File: src/rtl/wb_soc_pkg.sv
// Shared definitions for the CPU-to-Wishbone bridge: memory map, FSM states,
// slave-select encoding and an address range helper.
package wb_soc_pkg;

  // Memory map, inclusive limits, in CPU byte addresses.
  localparam logic [31:0] ROM_BASE  = 32'h0000_F000;
  localparam logic [31:0] ROM_LIMIT = 32'h0000_FFFF;
  localparam logic [31:0] IO_BASE   = 32'h0000_D000;
  localparam logic [31:0] IO_LIMIT  = 32'h0000_D0FF;
  localparam logic [31:0] RAM_BASE  = 32'h0000_0000;
  localparam logic [31:0] RAM_LIMIT = 32'h0000_07FF;

  typedef enum logic [1:0] {
    IDLE,
    BUS,
    DONE
  } state_e;

  typedef enum logic [1:0] {
    SEL_NONE,
    SEL_ROM,
    SEL_RAM,
    SEL_IO
  } slave_sel_e;

  // Unsigned wrap trick: an address below base wraps to a huge offset,
  // so one comparison covers both bounds (and base = 0 needs no special case).
  function automatic logic in_range(input logic [31:0] adr,
                                    input logic [31:0] base,
                                    input logic [31:0] limit);
    return (adr - base) <= (limit - base);
  endfunction

endpackage

File: src/rtl/wb_addr_decode.sv
// Combinational CPU address decoder: maps a byte address onto one slave select.
module wb_addr_decode
  import wb_soc_pkg::*;
#(
  parameter int CPU_ADDR_WIDTH = 16
) (
  input  logic [CPU_ADDR_WIDTH-1:0] cpu_adr_i,
  output slave_sel_e                sel_o
);

  logic [31:0] adr_ext;

  // Regions are disjoint, so the priority order below is irrelevant.
  always_comb begin
    adr_ext = 32'(cpu_adr_i);
    if (in_range(adr_ext, ROM_BASE, ROM_LIMIT)) begin
      sel_o = SEL_ROM;
    end else if (in_range(adr_ext, IO_BASE, IO_LIMIT)) begin
      sel_o = SEL_IO;
    end else if (in_range(adr_ext, RAM_BASE, RAM_LIMIT)) begin
      sel_o = SEL_RAM;
    end else begin
      sel_o = SEL_NONE;
    end
  end

endmodule

File: src/rtl/wb_cpu_bridge.sv
// Single-master Wishbone bridge from the 8-bit CPU memory port to ROM, RAM
// and IO slaves. One access at a time: decode, strobe, wait for ack (or time
// out), then pulse cpu_rdy_o for one cycle with the read data.
module wb_cpu_bridge
  import wb_soc_pkg::*;
#(
  parameter int CPU_ADDR_WIDTH = 16,
  parameter int WB_DATA_WIDTH  = 8,
  parameter int WB_ADDR_WIDTH  = 12,
  parameter int TIMEOUT        = 15
) (
  input  logic                      clk_i,
  input  logic                      rst_i,
  input  logic                      cpu_req_i,
  input  logic                      cpu_we_i,
  input  logic [CPU_ADDR_WIDTH-1:0] cpu_adr_i,
  input  logic [WB_DATA_WIDTH-1:0]  cpu_dat_i,
  output logic [WB_DATA_WIDTH-1:0]  cpu_dat_o,
  output logic                      cpu_rdy_o,
  output logic [WB_ADDR_WIDTH-1:0]  adr_o,
  output logic [WB_DATA_WIDTH-1:0]  dat_o,
  output logic                      we_o,
  output logic                      rom_stb_o,
  output logic                      ram_stb_o,
  output logic                      io_stb_o,
  input  logic                      rom_ack_i,
  input  logic                      ram_ack_i,
  input  logic                      io_ack_i,
  input  logic [WB_DATA_WIDTH-1:0]  rom_dat_i,
  input  logic [WB_DATA_WIDTH-1:0]  ram_dat_i,
  input  logic [WB_DATA_WIDTH-1:0]  io_dat_i,
  output logic                      err_o,
  input  logic                      err_clr_i
);

  // Abort fires on the cycle the counter reaches this value without ack.
  localparam logic [7:0] TO_LAST = 8'(TIMEOUT - 1);
  localparam logic [WB_DATA_WIDTH-1:0] DAT_ABORT = {WB_DATA_WIDTH{1'b1}};

  state_e                     state_q, state_d;
  slave_sel_e                 sel_q, sel_d;
  slave_sel_e                 dec_sel;
  logic [WB_ADDR_WIDTH-1:0]   adr_q, adr_d;
  logic [WB_DATA_WIDTH-1:0]   dat_q, dat_d;
  logic                       we_q, we_d;
  logic [WB_DATA_WIDTH-1:0]   cpu_dat_q, cpu_dat_d;
  logic                       rdy_q, rdy_d;
  logic                       err_q, err_d;
  logic [7:0]                 cnt_q, cnt_d;
  logic                       ack_sel;
  logic [WB_DATA_WIDTH-1:0]   dat_sel;
  logic                       err_set;

  wb_addr_decode #(
    .CPU_ADDR_WIDTH (CPU_ADDR_WIDTH)
  ) u_decode (
    .cpu_adr_i (cpu_adr_i),
    .sel_o     (dec_sel)
  );

  // Route only the selected slave's ack and data; the others are ignored.
  always_comb begin
    // NOTE: every combinational output gets a value on every path (here via
    // defaults) so no latch is inferred.
    ack_sel = 1'b0;
    dat_sel = '0;
    case (sel_q)
      SEL_ROM: begin ack_sel = rom_ack_i; dat_sel = rom_dat_i; end
      SEL_RAM: begin ack_sel = ram_ack_i; dat_sel = ram_dat_i; end
      SEL_IO:  begin ack_sel = io_ack_i;  dat_sel = io_dat_i;  end
      default: begin ack_sel = 1'b0;      dat_sel = '0;        end
    endcase
  end

  // Next-state logic for the access sequencer and its registered outputs.
  always_comb begin
    state_d   = state_q;
    sel_d     = sel_q;
    adr_d     = adr_q;
    dat_d     = dat_q;
    we_d      = we_q;
    cpu_dat_d = cpu_dat_q;
    cnt_d     = cnt_q;
    rdy_d     = 1'b0;
    err_set   = 1'b0;

    case (state_q)
      IDLE, DONE: begin
        // Acks arriving here (e.g. the late ack of a registered-ack slave)
        // are deliberately not looked at.
        if (cpu_req_i) begin
          adr_d = cpu_adr_i[WB_ADDR_WIDTH-1:0];
          dat_d = cpu_dat_i;
          we_d  = cpu_we_i;
          sel_d = dec_sel;
          if (dec_sel == SEL_NONE) begin
            cpu_dat_d = DAT_ABORT;
            rdy_d     = 1'b1;
            state_d   = DONE;
          end else begin
            cnt_d   = '0;
            state_d = BUS;
          end
        end else begin
          sel_d   = SEL_NONE;
          state_d = IDLE;
        end
      end

      BUS: begin
        if (ack_sel) begin
          if (!we_q) begin
            cpu_dat_d = dat_sel;
          end
          rdy_d   = 1'b1;
          state_d = DONE;
        end else if (cnt_q == TO_LAST) begin
          cpu_dat_d = DAT_ABORT;
          err_set   = 1'b1;
          rdy_d     = 1'b1;
          state_d   = DONE;
        end else begin
          cnt_d = cnt_q + 8'd1;
        end
      end

      default: begin
        sel_d   = SEL_NONE;
        state_d = IDLE;
      end
    endcase

    // A timeout in the same cycle as a clear request keeps the flag set.
    err_d = err_set | (err_q & ~err_clr_i);
  end

  // State and output registers, asynchronously reset.
  always_ff @(posedge clk_i or posedge rst_i) begin
    // NOTE: sequential state uses non-blocking assignments so every flop
    // samples the pre-edge values regardless of statement order.
    if (rst_i) begin
      state_q   <= IDLE;
      sel_q     <= SEL_NONE;
      adr_q     <= '0;
      dat_q     <= '0;
      we_q      <= 1'b0;
      cpu_dat_q <= '0;
      rdy_q     <= 1'b0;
      err_q     <= 1'b0;
      cnt_q     <= '0;
    end else begin
      state_q   <= state_d;
      sel_q     <= sel_d;
      adr_q     <= adr_d;
      dat_q     <= dat_d;
      we_q      <= we_d;
      cpu_dat_q <= cpu_dat_d;
      rdy_q     <= rdy_d;
      err_q     <= err_d;
      cnt_q     <= cnt_d;
    end
  end

  // Strobes come straight from registered state, so reset drops them at once.
  always_comb begin
    rom_stb_o = (state_q == BUS) && (sel_q == SEL_ROM);
    ram_stb_o = (state_q == BUS) && (sel_q == SEL_RAM);
    io_stb_o  = (state_q == BUS) && (sel_q == SEL_IO);
  end

  assign adr_o     = adr_q;
  assign dat_o     = dat_q;
  assign we_o      = we_q;
  assign cpu_dat_o = cpu_dat_q;
  assign cpu_rdy_o = rdy_q;
  assign err_o     = err_q;

endmodule

File: config.mk
export PLATFORM = sky130hd
export DESIGN_NAME = wb_cpu_bridge
export DESIGN_NICKNAME = d
export VERILOG_FILES = /design/src/rtl/wb_soc_pkg.sv /design/src/rtl/wb_addr_decode.sv /design/src/rtl/wb_cpu_bridge.sv
export SDC_FILE = /design/constraint.sdc
export NUM_CORES = 1
export LEC_CHECK = 0
export CAP_MARGIN = 10
export CORE_MARGIN = 4
export CORE_UTILIZATION = 45
export DETAILED_ROUTE_END_ITERATION = 12
export PLACE_DENSITY = 0.92
export SYNTH_ARGS = -nofsm -noshare
export SYNTH_HDL_FRONTEND = slang
export SYNTH_SLANG_ARGS = --single-unit
File: constraint.sdc
create_clock -name clk_i -period 5 [get_ports clk_i]
set_clock_uncertainty 0.2 [all_clocks]
set_input_delay 1 -clock clk_i [delete_from_list [all_inputs] [get_ports clk_i]]
set_output_delay 1 -clock clk_i [all_outputs]
set_load 0.02 [all_outputs]
# Word level (Yosys, flattened, before mapping)
# Index checks and enable logic that the tools add are counted.
# classes
add_sub_neg	3
n_lt_le_gt_ge	3
n_eq_ne	13
mux	30
n_bitwise	3
reduce_logical	10
# op_table
op	count
$mux W8	9
$sub A16 B16 Y17 const B	2
$le A32 B12 Y1 const B	1
$le A32 B8 Y1 const B	1
$pmux W8 S2	2
$pmux W8 S3	1
$le A16 B11 Y1 const B	1
$mux W2	8
$ne A2 B2 Y1 const B	5
$reduce_and A5 Y1	2
$add A8 B1 Y8 const B	1
$eq A8 B4 Y1 const B	1
$pmux W2 S2	2
$eq A2 B2 Y1 const B	3
$mux W1	6
$ne A3 B3 Y1 const B	2
$eq A2 B1 Y1 const B	2
$logic_not A2 Y1	2
$logic_and A1 B1 Y1	3
$pmux W1 S3	1
$pmux W1 S2	1
$reduce_and A2 Y1	1
$reduce_bool A2 Y1	1
$reduce_or A2 Y1	1
other kinds (3)	3
# totals
ff_bits	43
input_bits	56
out_inout_bits	34
word_cells	71

# Depth between registers and ports, before layout
# Gate-level depths: netlist of run 1.
# depth
ltp_word	8
mapped_depth	7
ltp_nobuf	6

# Modules after synthesis
# From an unflattened synthesis of run 1, not the netlist that was laid out.
# hier_totals
hier_cells	177
area_unflattened_um2	2114.5
# by_module_without_submodules
mod	instances	cells_each	area_each_um2	seq_area_each_um2
wb_cpu_bridge	1	171	2067.0	1076.0
wb_addr_decode	1	6	47.5	0.0

# Worst setup path after synthesis of run 1
# OpenSTA, ideal clock, no wires.
# synth_path
path_type	in2reg
start	input port cpu_adr_i[8]
end	register cnt_q[1]
setup_time_ns	0.127
t_arrival_ns	2.170
t_required_ns	4.673
slack_ns	2.502
cell_stages	5
n_path_buf	0
cell_sequence	nor4_2 o2111ai_1 a21oi_2 a21o_1 mux2_1
# synth_between
elab_chain_cells	7
word_cells_on_any_way	11
classes_between	add/sub (2); order compare (3); eq/ne (1); mux (3); reduce/logical (2)
# synth_lines
element	line_no	rtl
start, declared	wb_cpu_bridge.sv:16	input logic [CPU_ADDR_WIDTH-1:0] cpu_adr_i,
$sub A16 B16 Y17 / $le A16 B11 Y1 (equally long branches)	wb_soc_pkg.sv:31	return (adr - base) <= (limit - base);
$le A32 B8 Y1 / $mux W2 (equally long branches)	wb_soc_pkg.sv:31, wb_addr_decode.sv:20	
$mux W2	wb_addr_decode.sv:18	end else if (in_range(adr_ext, IO_BASE, IO_LIMIT)) begin
$mux W2 *	wb_addr_decode.sv:16	if (in_range(adr_ext, ROM_BASE, ROM_LIMIT)) begin
$logic_not A2 Y1 *	wb_cpu_bridge.sv:96	if (dec_sel == SEL_NONE) begin
$ne A2 B2 Y1 (no line) *	--	
$reduce_and A5 Y1 (no line) *	--	
end signal, assigned	wb_cpu_bridge.sv:160	cnt_q <= cnt_d;
end, declared	wb_cpu_bridge.sv:49	logic [7:0] cnt_q, cnt_d;
# Every way passes the cells marked *; elsewhere a longest branch is shown, timed or not.
# A chain may end at the register's enable or synchronous reset.

# Worst setup path after layout of run 1
# layout_path
start	register state_q[0]
end	output port ram_stb_o
# layout_between
elab_chain_cells	2
# layout_lines
element	line_no	rtl
start, declared	wb_cpu_bridge.sv:40	state_e state_q, state_d;
start signal, assigned	wb_cpu_bridge.sv:152	state_q <= state_d;
$eq A2 B1 Y1	wb_cpu_bridge.sv:167	ram_stb_o = (state_q == BUS) && (sel_q == SEL_RAM);
$logic_and A1 B1 Y1	wb_cpu_bridge.sv:167	
end, declared	wb_cpu_bridge.sv:24	output logic ram_stb_o,
# Every way passes these cells.

==> impl_metrics.yaml, run 1 <==
cells_and_area:
  antennaDiodeCount: 0
  fin_nets: 351
  nFillCells: 336
  layout-drive-gt1-share_pct: 8.163
  syn_to_final_growth_pct: 50.34
place:
  place.gp.congestion: 0.7855
  dp_hpwl_um: 3848
  numPortBuffers: 89
grt:
  grt_pass1_wl_um: 8190
  grt_pass1_vias: 1885
  grt_max_degree: 44
  antenna_found_initial: 0
  gr-usage-all-layers_pct: 19.23
  grt-ovfl-total: 0
pwr:
  switchingPower_uw: 235.4
  peakVddDrop_uv: 164.5
  internal_power_uw: 599.6
  power_uw: 835.1
  power_frac_comb_pct: 24.9
  p_clk_share_pct: 27.3
  p_leak_nw: 1.341
  power.share.sequential_pct: 47.7
  p_sw_share_pct: 28.19
  power_density_nw_per_um2: 274.9
hold_path:
  min_path_type: "reg2reg"
  min_path_cells: 2
  hold_path_end: "adr_o[3]$_DFFE_PP0P_"
  hold_start: "adr_o[3]$_DFFE_PP0P_"
logic_synthesis:
  synth_xor_area_share_pct: 2.601
  ys_seq_elements: 43
  synth-seq-area-share_pct: 53.25
  synthAdderAreaFrac_pct: 1.238
  synth_compound_area_share_pct: 11.95
  syn_inst: 204
  synthesis.nets: 262
  synth_cell_types: 34
  syn-cell-area_um2: 2021
  async_reset_ff_share_pct: 100.0
  ys_warn_count: 0
  syn_area_per_cell_um2: 9.905
  synth-edff-count: 0
  synth_mux_area_share_pct: 5.759
  synth_simple_gate_area_share_pct: 22.60
  synth_ff_type: "dfrtp_1"
  synth_top_family_by_area: "simple AND/OR/NAND/NOR gates"
worst_setup_path:
  rrSetupSlack_ns: 2.16
  worst_ep_required_time_ns: 3.80
  r2r_end: "cpu_dat_o[7]$_DFFE_PP0P_"
  rr_worst_depth: 4
  critical_path_class: "reg2out"
  cp_max_fo: 5
  critPathArrivalTime_ns: 1.97
  end_kind: "output pin"
  reg2reg_from: "sel_q[1]$_DFFE_PP0N_"
  start_kind: "flop"
detailed_routing:
  antenna_left: 0
  finalWirelength_um: 5173
  wl_per_cell_um: 14.95
  firstDrtPassIters: 5
  vias: 1802
  drc: 0
  drt_iter0_drc: 47
  vias_per_cell: 5.208
floorplan:
  start_util_pct: 46.41
  ios: 90
  core_area_um2: 4354
  die_w_um: 75.01
  die_area_um2: 5627
  die_h_um: 75.01
  rows: 24
cts:
  cts_resized: 0
  cts.clk_slew.worst_paths_ns: 0.08
  numCtsBuffers: 5
  post_cts_buffers: 0
  cts_tree: "yes"
  cts_max_level: 2
  cts_num_sinks: 43
  clock_tree.buffer_depth: 2
  root_buffer: "clkbuf_8"
  clk_latency_ns: 0.30
  cts_hold_buf: 0
sta:
  tightestPinTransition_ns: 0.9735
  final-setup-viol-count: 0
  tns_ns: 0
  hold_violations: 0
  maxSlewViolCount: 0
  fin_crit_sh_pct: 63.42
  grt_setup_unrepaired: "no"
  min_period_ns: 3.171
  relSlewSlack_pct: 34.60
  fmax_mhz: 315.4
flow_run:
  max_cap_viol_count: 0
status:
  status: "finished, final reports clean"
[Yosys cell counts (2+ instances only)]
cell type	number	area share, %
nor2_1	11	2.0
nand4_1	6	1.9
a21oi_1	2	0.50
a2bb2oi_1	8	3.5
ha_1	2	1.2
nand2_1	69	13
and3_1	2	0.62
and2_1	2	0.62
dfrtp_1	43	53
xor2_1	6	2.6
nor3_1	3	0.74
nor2b_1	3	0.93
a22oi_1	8	3.0
inv_1	3	0.56
o21ai_0	2	0.50
nand3_1	4	0.99
clkbuf_1	5	0.93
nand2b_1	2	0.62
mux2_2	8	4.5
[final cells by class]
type / count / area (um^2) / area share, %
repair buffers: 90 / 898.4 / 29.57
inverters: 3 / 11.26 / 0.3707
flip-flops and latches: 43 / 1076 / 35.42
clock inverters: 1 / 8.758 / 0.2883
clock buffers: 7 / 86.33 / 2.842
well taps: 52 / 65.06 / 2.142
multi-input cells: 150 / 892.1 / 29.37
[how the worst max path moves through the flow]
| stage | cells after the start | end | slack [ns] | start |
|---|---|---|---|---|
| floorplan | 5 | cnt_q[1]$_DFFE_PP0P_ | 2.50 | cpu_adr_i[8] |
| global placement | 5 | cnt_q[1]$_DFFE_PP0P_ | 1.73 | rom_ack_i |
| detailed placement | 5 | cnt_q[1]$_DFFE_PP0P_ | 1.65 | rom_ack_i |
| CTS | 4 | ram_stb_o | 1.80 | state_q[0]$_DFFE_PP0P_ |
| global route | 4 | ram_stb_o | 1.73 | state_q[0]$_DFFE_PP0P_ |
| finish | 4 | ram_stb_o | 1.83 | state_q[0]$_DFFE_PP0P_ |
[state kept, by name, indices dropped and copies added (netlist names)]
| signal | flops |
|---|---|
| adr_o | 12 |
| cnt_q | 8 |
| cpu_dat_o | 8 |
| cpu_rdy_o | 1 |
| dat_o | 8 |
| err_o | 1 |
| sel_q | 2 |
| state_q | 2 |
| we_o | 1 |
[cell usage in the layout, fill, tap and decap left out, drive strengths merged, types with 2 or more instances in the layout]
| master | n |
|---|---|
| inv | 3 |
| dfrtp | 43 |
| o21ai | 2 |
| clkbuf | 7 |
| nand3 | 4 |
| nand4 | 6 |
| clkdlybuf4s50 | 89 |
| nor3 | 3 |
| a21oi | 3 |
| nor2b | 3 |
| ha | 2 |
| mux2 | 10 |
| a2bb2oi | 8 |
| nor2 | 11 |
| and2 | 2 |
| and3 | 2 |
| a221oi | 2 |
| nand2b | 2 |
| nand2 | 69 |
| a22oi | 9 |
| xor2 | 6 |
[kinds of logic after synthesis]
| kind of cell | Yosys count |
|---|---|
| and+or+nand+nor | 104 |
| DFF | 43 |
| AOI/OAI and AO/OA | 28 |
| buffers and inverters | 11 |
| muxes | 10 |
| xor gates and xnor gates | 6 |
| adders and majority gates | 2 |
[metal layers]
metal  up-vias  GRT usage, %  part of all wire (%)
met5         -             0                     0
met4         0         6.917                   1.5
met3         9         6.008                   8.7
met2        60         33.37                    50
met1       856         22.34                    40
li1        877             -                     -
[critical path, stage by stage, from the launching register on]
cell and delay [ns]:
dfrtp_1 0.39, nor2b_1 0.38, nand2_1 0.15, nor2_1 0.13, clkdlybuf4s50_1 0.63
[metrics by stage]
step	utilization, %	setup WS (ns)	cells	hold WS, ns	cell area (um^2)
2_1_floorplan	-	2.502	204	0.2972	2021
3_3_place_gp	67.59	1.728	338	0.2568	2943
3_5_place_dp	67.59	1.652	338	0.2616	2943
4_1_cts	69.77	1.799	346	0.2813	3038
5_1_grt	69.77	1.730	346	0.2951	3038
6_report	69.77	1.829	346	0.2758	3038
[power groups by stage]
stage | Combinational [mW] | Sequential, mW | Clock, mW
final | 0.208 | 0.399 | 0.228
after global routing | 0.226 | 0.403 | 0.248
after CTS | 0.211 | 0.399 | 0.234
after detailed placement | 0.208 | 0.405 | 0
after global placement | 0.204 | 0.405 | 0
after floorplan | 0.0664 | 0.434 | 0
No activity file was read; power rests on OpenSTA's default activity.
==> run 2, diff against run 1 <==
Settings changed: CORE_UTILIZATION 45 to 42, PLACE_DENSITY 0.92 to 0.87.
Clock period 5 ns to 3.1 ns, I/O delays scaled along.
==> impl_metrics.yaml, run 2 (synthesized netlist as in run 1, its figures left out) <==
floorplan:
  die_h_um: 77.36
  core_area_um2: 4504
  die_area_um2: 5985
  rows: 24
  start_util_pct: 44.86
  die_w_um: 77.36
  ios: 90
grt:
  gr-usage-all-layers_pct: 17.69
  grt-ovfl-total: 0
  grt_pass1_wl_um: 8680
  grt_max_degree: 44
  antenna_found_initial: 0
  grt_pass1_vias: 1845
cells_and_area:
  syn_to_final_growth_pct: 52.57
  layout_common_cells: "clkdlybuf4s50_1 (89), nand2_1 (69), dfrtp_1 (43)"
  layout_commonest_cell: "clkdlybuf4s50_1"
  antennaDiodeCount: 0
  layout-drive-gt1-share_pct: 10.03
  nFillCells: 363
  finalNonFillerCells: 351
  largest_reg_flops: 12
  fin_nets: 356
detailed_routing:
  wl_per_cell_um: 14.64
  drt_iter0_drc: 106
  vias_per_cell: 5.123
  finalWirelength_um: 5138
  antenna_left: 0
  firstDrtPassIters: 4
  vias: 1798
  drc: 0
sta:
  tns_ns: 0
  relSlewSlack_pct: 41.71
  fin_crit_sh_pct: 87.96
  hold_violations: 0
  fmax_mhz: 366.7
  tightestPinTransition_ns: 0.8731
  min_period_ns: 2.727
  grt_setup_unrepaired: "no"
  final-setup-viol-count: 0
  maxSlewViolCount: 0
worst_setup_path:
  rrSetupSlack_ns: 0.81
  worst_ep_required_time_ns: 2.28
  reg2reg_from: "sel_q[1]$_DFFE_PP0N_"
  r2r_end: "cpu_dat_o[6]$_DFFE_PP0P_"
  worstPathCellList: "nor2b_1 -> nand2_1 -> nor2_1 -> clkdlybuf4s50_1"
  cp_slowest_stage_delay_ns: 0.62
  critPathSlowestCell: "clkdlybuf4s50_1"
  crit_start: "state_q[0]$_DFFE_PP0P_"
  critPathArrivalTime_ns: 1.91
  cp_max_fo: 5
  start_kind: "flop"
  rr_worst_depth: 5
  critical_path_class: "reg2out"
  end_kind: "output pin"
hold_path:
  min_path_type: "reg2reg"
  min_path_cells: 2
  hold_start: "dat_o[3]$_DFFE_PP0P_"
  hold_path_end: "dat_o[3]$_DFFE_PP0P_"
pwr:
  power_density_nw_per_um2: 441.8
  power_mw: 1.362
  p_leak_nw: 1.371
  peakVddDrop_uv: 244.8
cts:
  clock_tree.buffer_depth: 2
  cts_tree: "yes"
  clk_latency_ns: 0.29
  root_buffer: "clkbuf_8"
  numCtsBuffers: 5
  cts_resized: 0
  post_cts_buffers: 0
  cts_num_sinks: 43
  cts.clk_slew.worst_paths_ns: 0.08
  cts_max_level: 2
  cts_hold_buf: 0
place:
  place_inst: 343
  numPortBuffers: 89
  place.gp.congestion: 0.7993
  dp_hpwl_um: 3830
status:
  status: "finished, final reports clean"
flow_run:
  max_cap_viol_count: 0
-- run 2: routing by layer --
| metal | up-vias | global-route usage (%) | routed length [um] |
|---|---|---|---|
| met2 | 67 | 29.97 | 2486 |
| met4 | 0 | 4.804 | 47 |
| met5 | - | 0 | 0 |
| li1 | 886 | - | - |
| met1 | 840 | 21.99 | 2246 |
| met3 | 5 | 5.440 | 358 |
-- run 2: power breakdown --
part | internal, mW | total (mW) | switching (mW) | leakage [nW]
Sequential | 0.611 | 0.644 | 0.0328 | 0.516
Clock | 0.203 | 0.383 | 0.180 | 0.0515
Combinational | 0.176 | 0.335 | 0.159 | 0.804
-- run 2: stage by stage --
step	area, um^2	utilization (%)	setup slack [ns]	hold WS, ns
after floorplan	2021	-	0.9821	0.2972
after global placement	2983	66.22	0.5086	0.2570
after detailed placement	2983	66.22	0.4258	0.2616
after CTS	3083	68.44	0.3707	0.2808
after global routing	3083	68.44	0.2482	0.3023
final	3083	68.44	0.3731	0.2754
-- run 2: final cells by class --
class / count / area, um^2 / share of cell area, %
flip-flops and latches: 43 / 1076 / 34.90
repair buffers: 95 / 935.9 / 30.36
multi-input cells: 150 / 894.6 / 29.02
clock buffers: 8 / 100.1 / 3.247
well taps: 52 / 65.06 / 2.110
inverters: 3 / 11.26 / 0.3653
-- run 2: worst max-delay path, delay by kind of cell (launching register included) --
| kind | cells | cell delay [ns] |
|---|---|---|
| buf+inv | 1 | 0.62 |
| flops | 1 | 0.40 |
| simple gates | 3 | 0.59 |
-- run 2: worst max-delay path by stage --
| stage | end | slack, ns | cells after the start |
|---|---|---|---|
| 6_report | rom_stb_o | 0.37 | 4 |
| 5_1_grt | rom_stb_o | 0.25 | 4 |
| 4_1_cts | rom_stb_o | 0.37 | 4 |
| 3_5_place_dp | cpu_dat_o[6]$_DFFE_PP0P_ | 0.43 | 6 |
| 3_3_place_gp | cpu_dat_o[0]$_DFFE_PP0P_ | 0.51 | 6 |
| 2_1_floorplan | cnt_q[1]$_DFFE_PP0P_ | 0.98 | 5 |
==> run 3, diff against run 2 <==
Settings changed: SETUP_SLACK_MARGIN set to 0.02.
==> results of run 3 <==
The final DEF is identical to that of run 2; final timing and power are the same.
